--- src/rtl/phase_timer.sv ---
// Phase timer for the irrigation sequencer: times each phase in prescaled ticks and
// returns the end-of-phase (sinal) and early-exit (sinalquinze) strobes.
// Build option PHASE_TIMER_FAST_EN bypasses the prescaler so every RUN clock is a tick.
module phase_timer #(
    parameter int CLK_DIV = 50_000_000,
    parameter int CW      = 8,
    parameter int T_ASP   = 30,
    parameter int T_GOT   = 60,
    parameter int T_LIMP  = 20,
    parameter int T_ENCH  = 40,
    parameter int T_ESP   = 15
) (
    input  logic          clock,
    input  logic          reset,
    input  logic          enable,
    input  logic          pausa,
    input  logic [1:0]    estado,
    input  logic          casoEsp,
    output logic          sinal,
    output logic          sinalquinze,
    output logic [CW-1:0] restante,
    output logic          ocupado
);

    localparam int              PW         = (CLK_DIV >= 2) ? $clog2(CLK_DIV) : 1;
    localparam logic [PW-1:0]   PRESC_LAST = PW'(CLK_DIV - 1);
    localparam longint          MAXV       = (longint'(1) << CW) - 1;
    localparam bit              ESP_OK     = (T_ESP >= 1) && (longint'(T_ESP) <= MAXV);
    localparam logic [CW-1:0]   ESP_C      = CW'(T_ESP);
    localparam int              T_RAW [0:3] = '{T_ASP, T_GOT, T_LIMP, T_ENCH};

`ifdef PHASE_TIMER_FAST_EN
    localparam bit FAST = 1'b1;
`else
    localparam bit FAST = 1'b0;
`endif

    typedef enum logic [2:0] {
        S_IDLE,
        S_LOAD,
        S_RUN,
        S_DONE,
        S_WAIT
    } state_t;

    // Duration table indexed by phase code; a zero duration still lasts one tick.
    logic [CW-1:0] dur_tab [0:3];

    generate
        for (genvar gi = 0; gi < 4; gi++) begin : g_dur
            if (longint'(T_RAW[gi]) > MAXV) begin : g_bad_dur
                $error("phase_timer: phase %0d duration does not fit in CW bits", gi);
            end
            assign dur_tab[gi] = (T_RAW[gi] == 0) ? CW'(1) : CW'(T_RAW[gi]);
        end
        if (CLK_DIV < 2) begin : g_bad_div
            $error("phase_timer: CLK_DIV must be at least 2");
        end
    endgenerate

    state_t        state_q,   state_d;
    logic [PW-1:0] presc_q,   presc_d;
    logic [CW-1:0] rest_q,    rest_d;
    logic [CW-1:0] elapsed_q, elapsed_d;
    logic [1:0]    estado_q,  estado_d;
    logic          fired_q,   fired_d;
    logic          sinal_q,   sinal_d;
    logic          quinze_q,  quinze_d;
    logic          ocup_q,    ocup_d;

    logic          phase_chg;
    logic          presc_wrap;
    logic          timing;
    logic          tick;
    logic [CW-1:0] elapsed_inc;
    logic          esp_hit;
    logic          load_req;

    assign phase_chg   = (estado != estado_q);
    assign presc_wrap  = (presc_q == PRESC_LAST);
    assign timing      = (state_q == S_LOAD) || (state_q == S_RUN);
    assign tick        = timing && !pausa && !phase_chg && (FAST || presc_wrap);
    assign elapsed_inc = (elapsed_q == '1) ? elapsed_q : elapsed_q + CW'(1);
    assign esp_hit     = ESP_OK && (elapsed_inc == ESP_C) && (elapsed_q != ESP_C);

    always_comb begin
        state_d   = state_q;
        presc_d   = presc_q;
        rest_d    = rest_q;
        elapsed_d = elapsed_q;
        estado_d  = estado_q;
        fired_d   = fired_q;
        sinal_d   = 1'b0;
        quinze_d  = 1'b0;
        load_req  = 1'b0;

        if (!enable) begin
            state_d   = S_IDLE;
            presc_d   = '0;
            rest_d    = '0;
            elapsed_d = '0;
            fired_d   = 1'b0;
        end else begin
            case (state_q)
                S_IDLE: load_req = 1'b1;
                // LOAD already counts as the first timed clock of the phase.
                S_LOAD, S_RUN: begin
                    if (phase_chg) begin
                        load_req = 1'b1;
                    end else if (!pausa) begin
                        presc_d = presc_wrap ? '0 : presc_q + PW'(1);
                        state_d = S_RUN;
                        if (tick) begin
                            elapsed_d = elapsed_inc;
                            if (rest_q <= CW'(1)) begin
                                rest_d  = '0;
                                state_d = S_DONE;
                                sinal_d = 1'b1;
                            end else begin
                                rest_d = rest_q - CW'(1);
                                if (esp_hit && (estado_q == 2'b01) && casoEsp && !fired_q) begin
                                    quinze_d = 1'b1;
                                    fired_d  = 1'b1;
                                end
                            end
                        end
                    end
                end
                S_DONE: begin
                    state_d = S_WAIT;
                    rest_d  = '0;
                end
                S_WAIT: begin
                    if (phase_chg) begin
                        load_req = 1'b1;
                    end
                end
                default: state_d = S_IDLE;
            endcase
        end

        if (load_req) begin
            state_d   = S_LOAD;
            rest_d    = dur_tab[estado];
            presc_d   = '0;
            elapsed_d = '0;
            estado_d  = estado;
            fired_d   = 1'b0;
        end

        ocup_d = (state_d == S_RUN);
    end

    always_ff @(posedge clock or negedge reset) begin
        if (!reset) begin
            state_q   <= S_IDLE;
            presc_q   <= '0;
            rest_q    <= '0;
            elapsed_q <= '0;
            estado_q  <= 2'b00;
            fired_q   <= 1'b0;
            sinal_q   <= 1'b0;
            quinze_q  <= 1'b0;
            ocup_q    <= 1'b0;
        end else begin
            state_q   <= state_d;
            presc_q   <= presc_d;
            rest_q    <= rest_d;
            elapsed_q <= elapsed_d;
            estado_q  <= estado_d;
            fired_q   <= fired_d;
            sinal_q   <= sinal_d;
            quinze_q  <= quinze_d;
            ocup_q    <= ocup_d;
        end
    end

    assign sinal       = sinal_q;
    assign sinalquinze = quinze_q;
    assign restante    = rest_q;
    assign ocupado     = ocup_q;

endmodule
--- config.mk ---
export PLATFORM = sky130hd
export DESIGN_NAME = phase_timer
export DESIGN_NICKNAME = d
export VERILOG_FILES = /design/src/rtl/phase_timer.sv
export SDC_FILE = /design/constraint.sdc
export NUM_CORES = 1
export LEC_CHECK = 0
export ABC_CLOCK_PERIOD_IN_PS = 2040
export CAP_MARGIN = 20
export CORE_MARGIN = 1
export CORE_UTILIZATION = 30
export CTS_CLUSTER_SIZE = 16
export DETAILED_ROUTE_END_ITERATION = 12
export GPL_TIMING_DRIVEN = 0
export PLACE_DENSITY = 0.57
export SLEW_MARGIN = 20
export SYNTH_ARGS = -nofsm -noshare
export SYNTH_HDL_FRONTEND = slang
export SYNTH_SLANG_ARGS = --single-unit
--- constraint.sdc ---
create_clock -name clock -period 2.04 [get_ports clock]
set_clock_uncertainty 0.15 [all_clocks]
set_input_delay 0.612 -clock clock [delete_from_list [all_inputs] [get_ports clock]]
set_output_delay 0.612 -clock clock [all_outputs]
set_load 0.03 [all_outputs]
Yosys cells after proc, flatten, opt, wreduce, memory -nomap -nowiden
Index checks and enable logic that the tools add are counted.
{ "totals": {"ff_bits": 51, "in_bits": 7, "out_inout_bits": 11, "elab_cells": 109} }
{ "op_classes": {"n_addsub": 3, "order_cmp": 2, "eq_ne": 21, "n_mux": 54, "n_bitwise": 1, "n_reduce_logical": 19} }
{ "ops": {"columns": ["operator", "n"], "rows": [
  ["$mux 26", 6],
  ["$mux 8", 15],
  ["$add 26x1->26 const B", 1],
  ["$eq 26x26->1 const B", 1],
  ["$mux 1", 25],
  ["$bmux 8 s2", 1],
  ["$pmux 8 s2", 1],
  ["$mux 3", 4],
  ["$ne 4x4->1 const B", 3],
  ["$eq 3x2->1 const B", 3],
  ["$ne 3x1->1 const B", 3],
  ["$pmux 3 s3", 1],
  ["$add 8x1->8 const B", 1],
  ["$eq 8x4->1 const B", 1],
  ["$eq 8x8->1 const B", 1],
  ["$le 8x1->1 const B", 1],
  ["$ne 8x4->1 const B", 1],
  ["$reduce_and 4->1", 2],
  ["$sub 8x1->8 const B", 1],
  ["$logic_and 1x1->1", 7],
  ["$ne 3x2->1 const B", 2],
  ["$reduce_and 6->1", 1],
  ["$ne 4x1->1 const B", 1],
  ["$reduce_or 2->1", 2],
  ["13 further kinds", 15]
]} }

Longest topological paths before layout
Gate-level depths: netlist (run 1).
{ "depth": {"depth_word": 15, "depth_mapped": 8, "mapped_depth_nobuf": 8} }

Worst setup path after synthesis (run 1)
No wires, ideal clock.
{ "synth_path": {"kind": "reg-to-reg", "startpoint": "register rest_q[4], in the netlist restante[4]", "endpoint": "register rest_q[4], in the netlist restante[4]", "setup_time_ps": 127, "t_arrival_ps": 1925, "required_ps": 1763, "setup_slack_ps": -162, "stages_incl_launch_ff": 7, "n_path_buf": 0, "synth_period_minus_slack_ps": 2202, "path_cell_list": "dfrtp_1 or3_1 or4b_4 nand3b_4 nor2_1 a32oi_1 o22ai_1"} }
{ "synth_via": {"elab_chain_len": 8, "elab_cells_between_ends": 9, "classes_between": "add/sub (1); order compare (1); mux (7)"} }
{ "synth_lines": {"columns": ["item", "line_no", "rtl"], "rows": [
  ["start, declared", "63", "logic [CW-1:0] rest_q, rest_d;"],
  ["start signal, assigned", "168", "rest_q <= rest_d;"],
  ["$sub 8x1->8 / $le 8x1->1 (equally long branches)", "120, 115", null],
  ["$mux 8 *", "115", "if (rest_q <= CW'(1)) begin"],
  ["$mux 8 *", "113", "if (tick) begin"],
  ["$mux 8 *", "110", "end else if (!pausa) begin"],
  ["$mux 8 *", "108", "if (phase_chg) begin"],
  ["$pmux 8 s2 *", "104", "case (state_q)"],
  ["$mux 8 *", "97", "if (!enable) begin"],
  ["$mux 8 *", "142", "if (load_req) begin"]
]} }
Mark *: on every way between the ends. The rest lies on a longest branch, timed or not. The select of a mux whose other input is x is not followed.
A chain may end at the register's enable or synchronous reset.

Worst setup path after layout (run 1)
{ "layout_path": {"startpoint": "register state_q[1]", "endpoint": "register rest_q[7], in the netlist restante[7]"} }
{ "layout_via": {"elab_chain_len": 7, "elab_cells_between_ends": 21, "classes_between": "eq/ne (8); mux (5); reduce/logical (8)"} }
{ "layout_lines": {"columns": ["item", "line_no", "rtl"], "rows": [
  ["start, declared", "61", "state_t state_q, state_d;"],
  ["start signal, assigned", "166", "state_q <= state_d;"],
  ["parallel branches: the longest is 7 deep, another holds $ne 4x1->1", null, null]
]} }
Several ways; the timed one is not identified.

==> metrics.md, run 1 <==
| Metric | Value |
|---|---|
| Drc violations | `0` |
| Hold_buf cts | `0` |
| Worst Max-Slew Pin Slew | `0.663 ns` |
| Global Route met1 Usage | `22.0%` |
| #FFs+latches synth | `51` |
| Yosys cell types | `68` |
| Routed len/inst | `about 16 um` |
| Clock Power Share | `34.7%` |
| Fin util | `44.9%` |
| Grt ovf | `0` |
| Vias | `roughly 2900` |
| Critical path class | `reg2reg` |
| Syn nets | `351` |
| Layout fillers | `between 900 and 1000` |
| Syn Inst Count | `340` |
| Pwr dens | `540 mW/mm^2` |
| Post-Route WL | `9010 um` |
| Die Y | `105 um` |
| Fin. max-slew vios | `0` |
| Sum Neg Setup Slack | `-6.14 ns` |
| IO Pins | `18` |
| DP HPWL | `5100 um` |
| EDFF count, synth | `0` |
| Global-route wire length before repair | `13800 um` |
| Met2 GRT Util | `24.5%` |
| Warnings, synthesis | `0` |
| Largest net degree at the start of global routing | `52` |
| Worst EP arrival | `2.37 ns` |
| Synth area leader | `dfrtp_1` |
| Gr busiest metal | `met2` |
| Final #Nets | `431` |
| FF/Latch Area | `~0.0013 sq mm` |
| Grt met3 use | `1.68%` |
| RD Place Congestion | `0.820` |
| Ys flop type | `dfrtp_1` |
| Max-cap violations | `0` |
| Routed Antenna Nets | `0` |
| DR iter-0 viols | `142` |
| Final hold viol count | `0` |
| Via/cell ratio | `around 5.2` |
| Count leader, synth | `dfrtp_1` |
| CP required | `2.11 ns` |
| Multi-input logic area | `0.00218 sq mm` |
| Hold crit path type | `in2async` |
| Comb power frac | `between 20% and 30%` |
| CTS clock-pin slew for the worst setup and hold paths | `0.11 ns` |
| Crit path time final | `2.30 ns` |
| IO buf count | `17` |
| VDD IR max | `0.299 mV` |
| Total net switching power | `0.731 mW` |
| Die area | `0.0110 sq mm` |
| Reg-to-Reg Start | `state_q[1]` |
| Flop pwr share | `43.0%` |
| RSZ-0062 raised after global routing | `true` |
| Share of the synthesized area in the top cell type | `40.2%` |
| Critical Path Source | `state_q[1]` |
| # diodes | `0` |
| Crit start category | `flop` |
| Initial Util | `between 30% and 40%` |
| Number of global-route vias before repair | `2704` |
| Synthesized area | `0.00318 sq mm` |
| Final WS setup | `-0.261 ns` |
| Die X | `105 um` |
| Final setup violation count | `44` |
| Area Overhead vs Synth | `45.4%` |
| Tcrit/Tclk final | `113%` |
| Share of cells above drive strength 1 | `43.7%` |
| Sequential-to-total area share from yosys stat | `40.2%` |
| TritonCTS clock tree | `built` |
| Worst-Skew Late Latency | `0.32 ns` |
| Total Power | `2.49 mW` |
| CTS Buffer Depth | `2` |
| Initial antenna violation count | `0` |
| Failing checks | `setup timing` |
| # rows | `37` |
| Avg Inst Size Synth | `9.34 sq um` |
| Post-synth ARST share | `100%` |
| Core area | `0.0103 sq mm` |
| GRT Overall Usage | `15.4%` |
| Root buf cell | `clkbuf_8` |
| Setup crit end kind | `flop` |
| Clk sink count | `51` |
| Static leakage | `1.78 nW` |
| 1st-pass router iterations | `4` |
| CTS Buf Count | `5` |
| Top area cells in the synthesized netlist | `dfrtp_1 40%, nor2_1 5.6%, xnor2_1 5.2%, nand2_1 3.5%, xor2_1 2.5%` |
| Critical path peak fanout | `5` |
| Pint | `about 1.8 mW` |
| Status | `complete, but fails checks` |
| Fmax achieved | `0.435 GHz` |
| Max-slew headroom | `55.8%` |
| Top cells by count, synth | `51 x dfrtp_1, 47 x nor2_1, 30 x nand2_1` |
| Fin Hold WS | `0.146 ns` |
| Clock H-tree levels | `2` |
| Sw Share | `approximately 29%` |
==> logic make-up (layout without fill, tap and decap cells) <==
family	Yosys count	in the layout	share of synthesized area (%)
buf+inv	25	106	4.26
flops	51	51	40.2
fa+ha+maj	5	5	1.93
mux	3	3	0.985
compound gates	50	50	11.3
simple gates	174	174	31.6
xor+xnor	32	32	9.77
==> cells in the final DEF (no fill, tap or decap), types with 4 or more instances in the layout <==
master and instances:
buf_6 16, o21ai_2 4, a31oi_1 5, nand4_1 9, clkbuf_8 5, or3_1 4, inv_1 8, nand2b_1 5
nor3_2 9, o21ai_0 4, nor2_1 25, dfrtp_1 38, nor2_4 12, buf_4 47, nor3_1 7, xnor2_1 18
dlygate4sd2_1 13, and4_1 4, nor2_2 10, xor2_1 9, nand3_1 13, dfrtp_2 13, nor4_4 5, buf_2 4
o21ai_1 5, a21oi_1 4, nand2_1 26
==> power by group through the flow <==
stage | logic, mW | registers (mW) | clock network, mW
finish | 0.556 | 1.07 | 0.865
global route | 0.588 | 1.08 | 0.917
CTS | 0.462 | 1.07 | 0.888
detailed placement | 0.379 | 1.09 | 0
global placement | 0.378 | 1.09 | 0
floorplan | 0.226 | 1.12 | 0
==> what timing repair did <==
| action | 4_1_cts | 5_1_grt |
|---|---|---|
| resized for setup | 92 | 66 |
| setup buffers | 29 | 26 |
| endpoints found under the hold margin | 0 | 0 |
| endpoints found under the setup margin | 62 | 47 |
| cloned | 4 | 0 |
| pin swaps | 32 | 24 |
==> layout make-up <==
cell class	count	share of cell area, %
Buffer	13	2.58
Clock buffer	5	1.49
Clock inverter	3	1.46
Inverter	9	0.732
Multi-Input combinational cell	264	47.2
Sequential cell	51	28.0
Tap cell	136	3.69
Timing Repair Buffer	76	14.9
==> registers in the layout, summed over array words and instances, names as in the netlist <==
register / count
presc_q: 26
sinalquinze: 1
restante: 8
state_q: 3
fired_q: 1
ocupado: 1
sinal: 1
elapsed_q: 8
estado_q: 2
==> per-layer routing <==
layer  up-vias  share of wire [%]  routed length, um
li1       1381                  -                  -
met1      1440                 46               4180
met2        57                 49               4420
met3        20                2.5                226
met4         0                2.1                189
met5         -                  0                  0
==> worst max-delay path: stages, from the launching register on <==
cell and delay [ns]:
dfrtp_1 0.43, buf_6 0.15, xnor2_4 0.13, nor4_4 0.41, and4_4 0.29, buf_6 0.13, buf_12 0.10, buf_12 0.09
o211ai_4 0.08, o31ai_2 0.24
==> path summary, 6_finish.rpt <==
| check | to | slack [ns] | depth (start not counted) |
|---|---|---|---|
| max | restante[7] | -0.26 | 9 |
| min | restante[3] | 0.15 | 1 |
| max reg2reg | restante[7] | -0.26 | 9 |
| min reg2reg | presc_q[6] | 0.37 | 1 |
| max in group asynchronous | restante[0] | 1.08 | 1 |
| min in group clock | presc_q[6] | 0.37 | 1 |
==> stage by stage <==
stage / instance area (sq um) / setup WS, ns / std cells
2_1_floorplan: 3210 / -0.0493 / 340
3_3_place_gp: 3550 / -1.60 / 493
3_5_place_dp: 3550 / -1.01 / 493
4_1_cts: 4150 / -0.168 / 533
5_1_grt: 4620 / -0.297 / 557
6_report: 4620 / -0.261 / 557
No activity file was read; power rests on OpenSTA's default activity.
==> run 2: changes to the inputs <==
ABC_CLOCK_PERIOD_IN_PS = unset   (was 2040)
CAP_MARGIN = unset   (was 20)
==> results of run 2 <==
Same layout as run 1: the final DEF is identical, and so are final timing and power.
==> edit, RTL diff (flow settings as in run 1) <==
Add a define of `PHASE_TIMER_FAST_EN`.
--- a/src/rtl/phase_timer.sv
+++ b/src/rtl/phase_timer.sv
@@ -1,6 +1,8 @@
 // Phase timer for the irrigation sequencer: times each phase in prescaled ticks and
 // returns the end-of-phase (sinal) and early-exit (sinalquinze) strobes.
 // Build option PHASE_TIMER_FAST_EN bypasses the prescaler so every RUN clock is a tick.
+`define PHASE_TIMER_FAST_EN
+
 module phase_timer #(
     parameter int CLK_DIV = 50_000_000,
     parameter int CW      = 8,
Check against the original RTL: not equivalent (a bounded check fails within 4 cycles, from zero or initial values and one cycle with reset low).
==> edit against run 1 <==
The flow still finishes with violations (setup timing); power is 38% lower; synthesized area decreased by 50%; wire length shrank 53%; sequential cell count down 26; first-iteration DRC count down 18%; sequential power shrank 43%; design area fell by 51%; setup slack improved by 240 ps; global-route usage rose by 0.31 points; combinational power up 16%; critical path type unchanged; highest routed layer unchanged.
==> edit: results (changes against run 1) <==
mux share of post-synthesis cell area=1.34% (was 0.985%); Synth area leaders=dfrtp_1 40%, a21oi_1 4.7%, nor2_1 3.6% (was dfrtp_1 40%, nor2_1 5.6%, xnor2_1 5.2%); sequential share of the synthesized area=39.6% (was 40.2%); initial antenna violation count=0 (unchanged); Total GRT Usage=15.8% (was 15.4%); routed length per instance=14.8 um (was 16.2 um); H-tree levels=1 (was 2); startpoint types=flip-flop (unchanged); Syn. warnings=0 (unchanged); Post-Synth XOR/XNOR Area=2.77% (was 9.77%); top_reg_cell synth=dfrtp_1 (unchanged); Reg clk slew, reported paths=90 ps (was 110 ps); Diodes inserted=0 (unchanged); pin count of the biggest net entering global routing=26 (was 52); final worst setup slack=-15.8 ps (was -261 ps); post-synthesis compound-gate area fraction=28.3% (was 11.3%); Post-Place Cells=259 (was 493); P_int=970 uW (was 1.76 mW); Synth top cells by count=25 x dfrtp_1, 15 x a21oi_1, 15 x nor2_1, 11 x nand2_1, 11 x o21ai_0 (was 51 x dfrtp_1, 47 x nor2_1, 30 x nand2_1, 19 x xnor2_1, 15 x nand3_1); Num CTS Buffers=3 (was 5); leak pwr=0.932 nW (was 1.78 nW); Gate power share=41.5% (was 22.3%); outcome=finished with violations (unchanged); TNS Setup=-17.7 ps (was -6140 ps); vias per cell=5.37 (was 5.20); Port Buffer Count=17 (unchanged); DP Area=1850 sq um (was 3550 sq um); slew margin rel.=61.6% (was 55.8%); layout cells sized above 1=33.8% (was 43.7%); Worst-Skew Late Latency=270 ps (was 320 ps); gp weighted congestion=0.858 (was 0.820); final setup vio count=2 (was 44); reg-to-reg startpoint=restante[3]$_DFFE_PN0P_ (was state_q[1]$_DFF_PN0_); maximum vdd drop=253 uV (was 299 uV); Syn Nets=182 (was 351); Synth Area per Inst=9.19 sq um (was 9.34 sq um); P_comb=646 uW (was 556 uW); dpl ws=-871 ps (was -1010 ps); CTS Buffer Depth=2 (unchanged); cts repair resizes=45 (was 92); adder-cell share of the synthesized area=2.37% (was 1.93%); Worst Path Arrival=2040 ps (was 2370 ps); final wirelength=4230 um (was 9010 um); global-route wire length before repair=6800 um (was 13,800 um); CP max FO=7 (was 5); failing checks=setup timing (unchanged); number of global-route vias before repair=1,445 (was 2,704); sequential power=614 uW (was 1.07 mW); Min Hold Slack=178 ps (was 146 ps); 1st-iter DRT viols=116 (was 142); hpwl dp=2740 um (was 5100 um); Final nets=227 (was 431); # Post-CTS Setup Buffers=14 (was 29); Yosys cell types=53 (was 68)
==> edit: final cells by class <==
type / count / area, sq um
buffer: 4 / 28.8
clock buffer: 4 / 45.0
fill: 502 / 2860
inverter: 10 / 37.5
multi-input combinational: 133 / 1080
sequential: 25 / 634
tap: 70 / 87.6
timing repair buffer: 40 / 330
==> edit: critical path, cell delays in order, from the launching register on <==
cell	delay, ps
dfrtp_2	440
or4_4	600
nor4_4	290
nor3_4	110
a32oi_1	220
o211ai_1	110
==> edit: final timing paths <==
check,cells after the start,end
min,1,elapsed_q[4]$_DFFE_PN0P_
max,5,restante[5]$_DFFE_PN0P_
max reg2reg,5,restante[5]$_DFFE_PN0P_
min reg2reg,1,restante[0]$_DFFE_PN0P_
min in group clock,1,restante[0]$_DFFE_PN0P_
max in group asynchronous,1,estado_q[1]$_DFFE_PN0P_
==> edit: per-layer routing <==
metal  track usage, %  up-vias  wire length (um)
li1                 -      755                 -
met1             21.4      747              2080
met2             26.6       31              2020
met3             1.22        2                97
met4             4.82        0                29
met5                0        -                 0
